==> config.mk <==
export PLATFORM = sky130hd
export DESIGN_NAME = skeeball_game_ctrl
export DESIGN_NICKNAME = d
export VERILOG_FILES = /design/src/rtl/skeeball_game_ctrl_pkg.sv /design/src/rtl/skeeball_game_ctrl_sensor_debounce.sv /design/src/rtl/skeeball_game_ctrl.sv
export SDC_FILE = /design/constraint.sdc
export NUM_CORES = 1
export LEC_CHECK = 0
export CELL_PAD_IN_SITES_DETAIL_PLACEMENT = 0
export CELL_PAD_IN_SITES_GLOBAL_PLACEMENT = 1
export CORE_MARGIN = 3
export CORE_UTILIZATION = 48
export DETAILED_ROUTE_END_ITERATION = 6
export HOLD_SLACK_MARGIN = 0.15
export PLACE_DENSITY = 0.75
export SYNTH_ARGS = -nofsm -noshare
export SYNTH_HDL_FRONTEND = slang
export SYNTH_SLANG_ARGS = --single-unit
==> constraint.sdc <==
create_clock -name clk -period 2.5 [get_ports clk]
set_input_delay 0.5 -clock clk [delete_from_list [all_inputs] [get_ports clk]]
set_output_delay 0.5 -clock clk [all_outputs]
set_load 0.01 [all_outputs]
==> src/rtl/skeeball_game_ctrl_pkg.sv <==
// Shared types and constants for the skeeball front-end controller.
package skeeball_game_ctrl_pkg;

    localparam int unsigned NumHoles = 7;

    // Bit positions of each hole within sense/points.
    localparam int unsigned Hole0   = 0;
    localparam int unsigned Hole10  = 1;
    localparam int unsigned Hole20  = 2;
    localparam int unsigned Hole30  = 3;
    localparam int unsigned Hole40  = 4;
    localparam int unsigned Hole50  = 5;
    localparam int unsigned Hole100 = 6;

    typedef enum logic [2:0] {
        StIdle,
        StClear,
        StPlay,
        StLockout,
        StOver
    } state_e;

    // One-hot of the highest-valued set bit; a ball landing on several sensors
    // at once scores the best hole only.
    function automatic logic [NumHoles-1:0] pick_highest(input logic [NumHoles-1:0] rises);
        logic [NumHoles-1:0] res;
        res = '0;
        if (rises[Hole100])     res[Hole100] = 1'b1;
        else if (rises[Hole50]) res[Hole50]  = 1'b1;
        else if (rises[Hole40]) res[Hole40]  = 1'b1;
        else if (rises[Hole30]) res[Hole30]  = 1'b1;
        else if (rises[Hole20]) res[Hole20]  = 1'b1;
        else if (rises[Hole10]) res[Hole10]  = 1'b1;
        else if (rises[Hole0])  res[Hole0]   = 1'b1;
        return res;
    endfunction

endpackage

==> src/rtl/skeeball_game_ctrl_sensor_debounce.sv <==
// One hole sensor: 2-flop synchronizer, run-length debounce, accepted level
// and a strobe on the cycle the accepted level is about to rise.
module skeeball_game_ctrl_sensor_debounce #(
    parameter int unsigned DEBOUNCE_CYCLES = 4
) (
    input  logic clk,
    input  logic rst_n,
    input  logic raw_i,
    output logic level_o,
    output logic rise_o
);

    localparam logic [7:0] CntLast = 8'(DEBOUNCE_CYCLES - 1);

    logic [1:0] sync_q;
    logic       level_q, level_d;
    logic [7:0] cnt_q, cnt_d;
    logic       synced;

    assign synced  = sync_q[1];
    assign level_o = level_q;

    // Count consecutive disagreeing samples; flip once the run is long enough.
    always_comb begin
        level_d = level_q;
        cnt_d   = '0;
        rise_o  = 1'b0;
        if (synced != level_q) begin
            if (cnt_q == CntLast) begin
                level_d = synced;
                rise_o  = synced;
            end else begin
                cnt_d = cnt_q + 8'd1;
            end
        end
    end

    // Synchronizer, accepted level and run counter.
    always_ff @(posedge clk or negedge rst_n) begin
        if (!rst_n) begin
            sync_q  <= '0;
            level_q <= 1'b0;
            cnt_q   <= '0;
        end else begin
            sync_q  <= {sync_q[0], raw_i};
            level_q <= level_d;
            cnt_q   <= cnt_d;
        end
    end

endmodule

==> src/rtl/skeeball_game_ctrl.sv <==
// Skeeball front end: conditions hole sensors, emits one one-hot hit pulse
// per ball, counts balls and sequences the game for the BCD scorer.
module skeeball_game_ctrl import skeeball_game_ctrl_pkg::*; #(
    parameter int unsigned NUM_BALLS       = 9,
    parameter int unsigned DEBOUNCE_CYCLES = 4
) (
    input  logic                clk,
    input  logic                rst_n,
    input  logic                start_i,
    input  logic [NumHoles-1:0] sense_i,
    output logic [NumHoles-1:0] points_o,
    output logic                playstate_o,
    output logic [3:0]          balls_left_o,
    output logic                game_over_o
);

    logic [NumHoles-1:0] level;
    logic [NumHoles-1:0] rise;
    logic [2:0]          start_sync_q;
    logic                start_rise;

    state_e              state_q, state_d;
    logic [NumHoles-1:0] points_q, points_d;
    logic [3:0]          balls_q, balls_d;
    logic                over_q, over_d;

    for (genvar g = 0; g < NumHoles; g++) begin : g_sensor
        skeeball_game_ctrl_sensor_debounce #(
            .DEBOUNCE_CYCLES(DEBOUNCE_CYCLES)
        ) u_deb (
            .clk    (clk),
            .rst_n  (rst_n),
            .raw_i  (sense_i[g]),
            .level_o(level[g]),
            .rise_o (rise[g])
        );
    end

    // Bit 2 holds the previous synced value, so holding start never retriggers.
    assign start_rise = start_sync_q[1] & ~start_sync_q[2];

    // Game sequencing, hit selection and ball counting.
    always_comb begin
        state_d  = state_q;
        points_d = '0;
        balls_d  = balls_q;
        over_d   = over_q;
        unique case (state_q)
            StIdle: begin
                if (start_rise) state_d = StClear;
            end
            StClear: begin
                balls_d = 4'(NUM_BALLS);
                over_d  = 1'b0;
                state_d = StPlay;
            end
            StPlay: begin
                if (|rise) begin
                    points_d = pick_highest(rise);
                    if (balls_q != 4'd0) balls_d = balls_q - 4'd1;
                    state_d  = StLockout;
                end
            end
            StLockout: begin
                // Wait for the ball to fully leave every sensor before rearming.
                if (level == '0) begin
                    if (balls_q == 4'd0) begin
                        state_d = StOver;
                        over_d  = 1'b1;
                    end else begin
                        state_d = StPlay;
                    end
                end
            end
            StOver: begin
                if (start_rise) begin
                    state_d = StClear;
                    over_d  = 1'b0;
                end
            end
            default: state_d = StIdle;
        endcase
    end

    // State, outputs and start synchronizer.
    always_ff @(posedge clk or negedge rst_n) begin
        if (!rst_n) begin
            state_q      <= StIdle;
            points_q     <= '0;
            balls_q      <= '0;
            over_q       <= 1'b0;
            start_sync_q <= '0;
        end else begin
            state_q      <= state_d;
            points_q     <= points_d;
            balls_q      <= balls_d;
            over_q       <= over_d;
            start_sync_q <= {start_sync_q[1:0], start_i};
        end
    end

    assign points_o     = points_q;
    assign balls_left_o = balls_q;
    assign game_over_o  = over_q;
    // Scorer holds through LOCKOUT and OVER; only IDLE/CLEAR clear it.
    assign playstate_o  = (state_q == StPlay) || (state_q == StLockout) || (state_q == StOver);

endmodule

== Word-level counts from Yosys, hierarchy flattened ==
Index checks and enable logic that the tools add are counted.
Storage, ports and cells
  input bits: 10
  register bits after elaboration: 95
  output and inout bits: 13
Operators by class
  bitwise gates (word level): 2
  reduce and logical (&&, ||, !) cells: 20
  mux-type cells: 55
  equal/unequal tests: 24
  add/subtract/negate cells: 8
Operators with widths (number)
  8-bit 2-to-1 mux: 14
  8-bit by 1-bit adder with 8-bit output, second input constant: 7
  8-bit by 2-bit == test with 1-bit output, second input constant: 7
  1-bit 2-to-1 mux: 25
  3-bit 2-to-1 mux: 5
  7-bit 2-to-1 mux: 2
  2-bit AND reduction: 7
  4-bit 2-to-1 mux: 3
  3-bit one-hot mux with 4 select lines: 1
  2-bit inequality test, second input constant: 5
  4-bit one-hot mux with 2 select lines: 1
  7-bit logical NOT: 1
  1-bit inequality test: 7
  7-bit OR reduction: 1
  3-bit by 2-bit == test with 1-bit output, second input constant: 2
  6-bit 2-to-1 mux: 1
  3-bit AND reduction: 2
  5-bit 2-to-1 mux: 1
  4-bit logical NOT: 1
  4-bit AND reduction: 1
  4-bit nonzero test: 1
  4-bit by 1-bit subtractor with 4-bit output, second input constant: 1
  3-bit by 1-bit == test with 1-bit output, second input constant: 1
  3-bit == test, second input constant: 1
  10 further kinds: 11

== Logic depth before layout (Yosys ltp) ==
  word-level depth: 12
  depth in mapped cells: 6

== Hierarchy ==
From an unflattened synthesis, not the netlist that was laid out.
Unflattened totals
  cell total of the unflattened synthesis: 387
  area, all modules: 4290.4 um^2
Modules (own cells, without submodules)
  skeeball_game_ctrl_sensor_debounce at g_sensor[0].u_deb ...: times used 6, area an instance 484.2 um^2, sequential area each 275.3 um^2, cells each 44
  skeeball_game_ctrl: times used 1, area an instance 898.4 um^2, sequential area each 450.4 um^2, cells each 79
  skeeball_game_ctrl_sensor_debounce at g_sensor[6].u_deb: times used 1, area an instance 486.7 um^2, sequential area each 275.3 um^2, cells each 44

== Worst setup path after synthesis ==
Ideal clock, no wire load.
  path type: register to register
  from: reg g_sensor[3].u_deb.cnt_q[0]
  to: reg balls_q[2], in the netlist balls_left_o[2]
  library setup time: 126 ps
  data required time: 2374 ps
  path buffers: 0
  stages on the path, launching flop included: 7
  clock period less this slack: 2066 ps
  data arrival time: 1940 ps
  slack: 434 ps
  cell sequence: dfrtp_1 ha_1 or4b_1 nand4bb_1 o2111ai_1 o21ai_1 a221o_1
Between the ends
  longest elaborated chain between the ends: 6
RTL lines
  start: declaration: RTL line skeeball_game_ctrl_sensor_debounce.sv:17  | logic [7:0] cnt_q, cnt_d;
  start signal: assignment: RTL line skeeball_game_ctrl_sensor_debounce.sv:47  | cnt_q <= cnt_d;
  8-bit by 2-bit == test with 1-bit output: RTL line skeeball_game_ctrl_sensor_debounce.sv:29  | if (cnt_q == CntLast) begin
  1-bit 2-to-1 mux: RTL line skeeball_game_ctrl_sensor_debounce.sv:29
  1-bit 2-to-1 mux: RTL line skeeball_game_ctrl_sensor_debounce.sv:28  | if (synced != level_q) begin
  7-bit OR reduction: RTL line skeeball_game_ctrl.sv:58  | if (|rise) begin
  2-bit inequality test (no line)
  3-bit AND reduction (no line)
  end signal: assignment: RTL line skeeball_game_ctrl.sv:96  | balls_q <= balls_d;
  end: declaration: RTL line skeeball_game_ctrl.sv:24  | logic [3:0] balls_q, balls_d;
Every way passes these cells.
A chain may end at the register's enable or synchronous reset.

== Worst setup path in the final report ==
  from: reg state_q[0]
  to: out playstate_o
Between the ends
  longest elaborated chain between the ends: 3
  elaborated cells between the ends (all ways): 5
  those cells by class: eq/ne (3); reduce/logical (2)
RTL lines
  start: declaration: RTL line skeeball_game_ctrl.sv:22  | state_e state_q, state_d;
  start signal: assignment: RTL line skeeball_game_ctrl.sv:88  | state_q <= StIdle;
  start signal: assignment: RTL line skeeball_game_ctrl.sv:94  | state_q <= state_d;
  3-bit by 2-bit == test with 1-bit output: RTL line skeeball_game_ctrl.sv:106  | assign playstate_o = (state_q == StPlay) || (state_q == StLockout) || (state_q == StOver);
  1-bit logical OR: RTL line skeeball_game_ctrl.sv:106
  1-bit logical OR (*): RTL line skeeball_game_ctrl.sv:106
  end: declaration: RTL line skeeball_game_ctrl.sv:12  | output logic playstate_o,
Mark *: on every way between the ends. The rest lies on a longest branch, timed or not.

==> metrics <==
Switching Fraction approximately a third; first-pass GRT wire length 12010 µm; fraction of layout cells with a size suffix above 1 8.189%; max-cap violations 0; CP max stage cell clkdlybuf4s50_1; PD cells 926.0 nW/µm²; Post-Route WL 6893 µm; Crit Reg-Reg Startpoint g_sensor[3].u_deb.cnt_q[0]; Critical Path AT 1800 ps; number of synthesized flops with an enable pin 0; worst setup path end playstate_o; Max stage delay on crit path 530 ps; Placed Area around 4500 µm²; largest net degree at the start of global routing 39; Final ANT Viol Nets 0; core box area 8258 µm²; Comb pwr share 26.6%; Post-DP HPWL a little under 5000 µm; Tot Pwr 0.004365 W; minimum clock period 2300 ps; Iter 0 DRT Violations between 80 and 90; number of global-route vias before repair 2548; cell area after synthesis between 4000 and 5000 µm²; initial core utilization 49.56%; # rows 33; all-layer global routing usage between 10% and 20%; root buffer cell clkbuf_8; post-cts resize count 0; Die Span Y ~98 µm; Port-buffer cells 22; die width 98.34 µm; Post-Synthesis Cells 362; number of clock sinks 95; worst setup path startpoint state_q[0]; WHS 353.6 ps; final-report max-slew violation count 0; fmax ~430 MHz; average wire per standard cell 13.57 µm; Slew HR 61.64%; Non-Filler Instances 508; Clock Skew 10.21 ps; reg2reg setup slack 330 ps; NetSw 0.001413 W; area grow syn2layout 15.16%; Final setup viols 0; Most common cell on crit path nand2_1; via count 2646; Hold/Removal Path Class reg -> reg; most used flip-flop cell after synthesis dfrtp_1; #FFs+latches synth 95; DP Cell Count roughly 490; Final Instance Area 4713 µm²; num ports 23; Leak Pwr 2.157 nW; syn nets 380; antenna violations before repair 0; part of the power in registers 47.4%; ys async rst share 100.0%; Crit. End Element primary output; DIE AREA around 9700 µm²; clock share of power a little over a quarter; CTS tree built; final setup TNS 0 ps; final hold viol count 0; syn_area_per_cell roughly 11 µm²; CTS Buf Count 9; Req. time, crit path 2000 ps; Synth warnings 0; vias per cell ~5.2; drt first pass iters 4; unrepaired setup endpoints after global routing false; period utilisation layout about nine tenths; fill count 730; residual DRC count 0; post-synthesis sequential area ratio 58.09%; status finished clean; grt total ovfl 0; Ant. Diodes 0; Peak VDD IR 0.0003608 V; RR Endpoint balls_left_o[2]; Worst Tran Pin Value 570.1 ps; Skew-Pair Late Insertion Delay roughly 360 ps; Layout Nets around 420; clock buffer depth 2; worst-path maximum fanout 8; Synth cell types 45; Critical Path, Cell by Cell nor2_1, nand2_1, nand2_1, clkdlybuf4s50_1; Placer Congestion roughly 0.83; kind of critical path reg -> out; H-tree levels 3; Setup crit start kind register; r2r worst-path depth 6; Reg clk slew, reported paths 90 ps; internal power between 0.002 and 0.003 W
==> synth_stat cells (7+ instances only) <==
| library cell | n | share of area, % |
|---|---|---|
| nand2_1 | 11 | 1.0 |
| nor3_1 | 7 | 0.86 |
| nor2_1 | 64 | 5.9 |
| xor2_1 | 39 | 8.3 |
| xnor2_1 | 11 | 2.4 |
| ha_1 | 8 | 2.4 |
| dfrtp_1 | 95 | 58 |
| nand3_1 | 37 | 4.5 |
| and3_1 | 20 | 3.1 |
==> power groups by stage <==
stage	combinational, W	clock (W)	sequential, W
2_1_floorplan	0.000863	0	0.00203
3_3_place_gp	0.00117	0	0.00209
3_5_place_dp	0.00116	0	0.00210
4_1_cts	0.00118	0.00118	0.00207
5_1_grt	0.00132	0.00124	0.00211
6_report	0.00116	0.00114	0.00207
==> per-layer routing <==
| layer | global-route usage (%) | share of wire [%] |
|---|---|---|
| met1 | 21.88 | 52 |
| met3 | 4.000 | 2.9 |
| met5 | 0 | 0 |
| met2 | 22.72 | 44 |
| met4 | 5.987 | 1.5 |
==> sequential cells by signal, summed over array words and instances (netlist names) <==
register	count
g_sensor.u_deb.cnt_q	56
g_sensor.u_deb.sync_q	14
g_sensor.u_deb.level_o	7
points_o	7
balls_left_o	4
start_sync_q	3
state_q	3
game_over_o	1
==> cells in the final DEF (no fill, tap or decap), drive strengths merged, types with 2 or more instances in the layout <==
master,count
nand3b,3
ha,8
nand4,2
nand2,11
nor2,64
clkbuf,11
nand2b,5
nor4,5
a31oi,3
bufinv,2
o21ai,6
inv,5
nor3b,4
nor2b,4
nand4bb,3
xnor2,11
nand3,37
xor2,39
mux2,7
and3,20
or4b,3
buf,6
clkinvlp,2
nor3,7
clkdlybuf4s50,21
o211ai,2
dfrtp,95
==> worst min-delay path by stage <==
stage                                 from                     endpoint  slack, ps  depth (start not counted)
6_report       g_sensor[2].u_deb.sync_q[0]  g_sensor[2].u_deb.sync_q[1]        350                          0
5_1_grt        g_sensor[3].u_deb.sync_q[0]  g_sensor[3].u_deb.sync_q[1]        360                          0
4_1_cts        g_sensor[2].u_deb.sync_q[0]  g_sensor[2].u_deb.sync_q[1]        360                          0
3_5_place_dp   g_sensor[2].u_deb.sync_q[0]  g_sensor[2].u_deb.sync_q[1]        340                          0
3_3_place_gp   g_sensor[2].u_deb.sync_q[0]  g_sensor[2].u_deb.sync_q[1]        340                          0
2_1_floorplan                        rst_n              balls_left_o[0]        200                          0
==> area by class of cell <==
class	instances	area, µm²	share of cell area [%]
inverters	5	18.77	0.3982
multi-input cells	259	1677	35.57
well taps	105	131.4	2.787
repair buffers	28	277.8	5.893
clock inverters	5	80.08	1.699
clock buffers	11	151.4	3.212
flip-flops and latches	95	2377	50.44
==> critical path, delay by kind of cell, from the launching register on <==
kind / cells / cell delay (ps)
buffers and inverters: 1 / 530
AND/OR/NAND/NOR: 3 / 450
flip-flops: 1 / 470
==> metrics by stage <==
| step | util [%] | setup WS (ps) |
|---|---|---|
| after global placement | 54.15 | 367.2 |
| after floorplan | - | 433.6 |
| final | 57.08 | 200.2 |
| after detailed placement | 54.15 | 323.1 |
| after CTS | 57.08 | 173.7 |
| after global routing | 57.08 | 82.63 |
==> what timing repair did <==
action | in CTS | in global routing
setup buffers | 0 | 0
endpoints found under the hold margin | 35 | 0
hold buffers | 1 | 0
==> logic make-up after synthesis <==
kind of cell / count (synthesis) / synth area share, %
XOR/XNOR: 50 / 10.70
AND/OR/NAND/NOR: 176 / 22.90
flip-flops: 95 / 58.09
adder cells (fa/ha/maj): 8 / 2.446
buffers and inverters: 8 / 0.9475
AO/OA/AOI/OAI: 18 / 2.996
multiplexers: 7 / 1.926
Power figures use the tool's default switching activity.
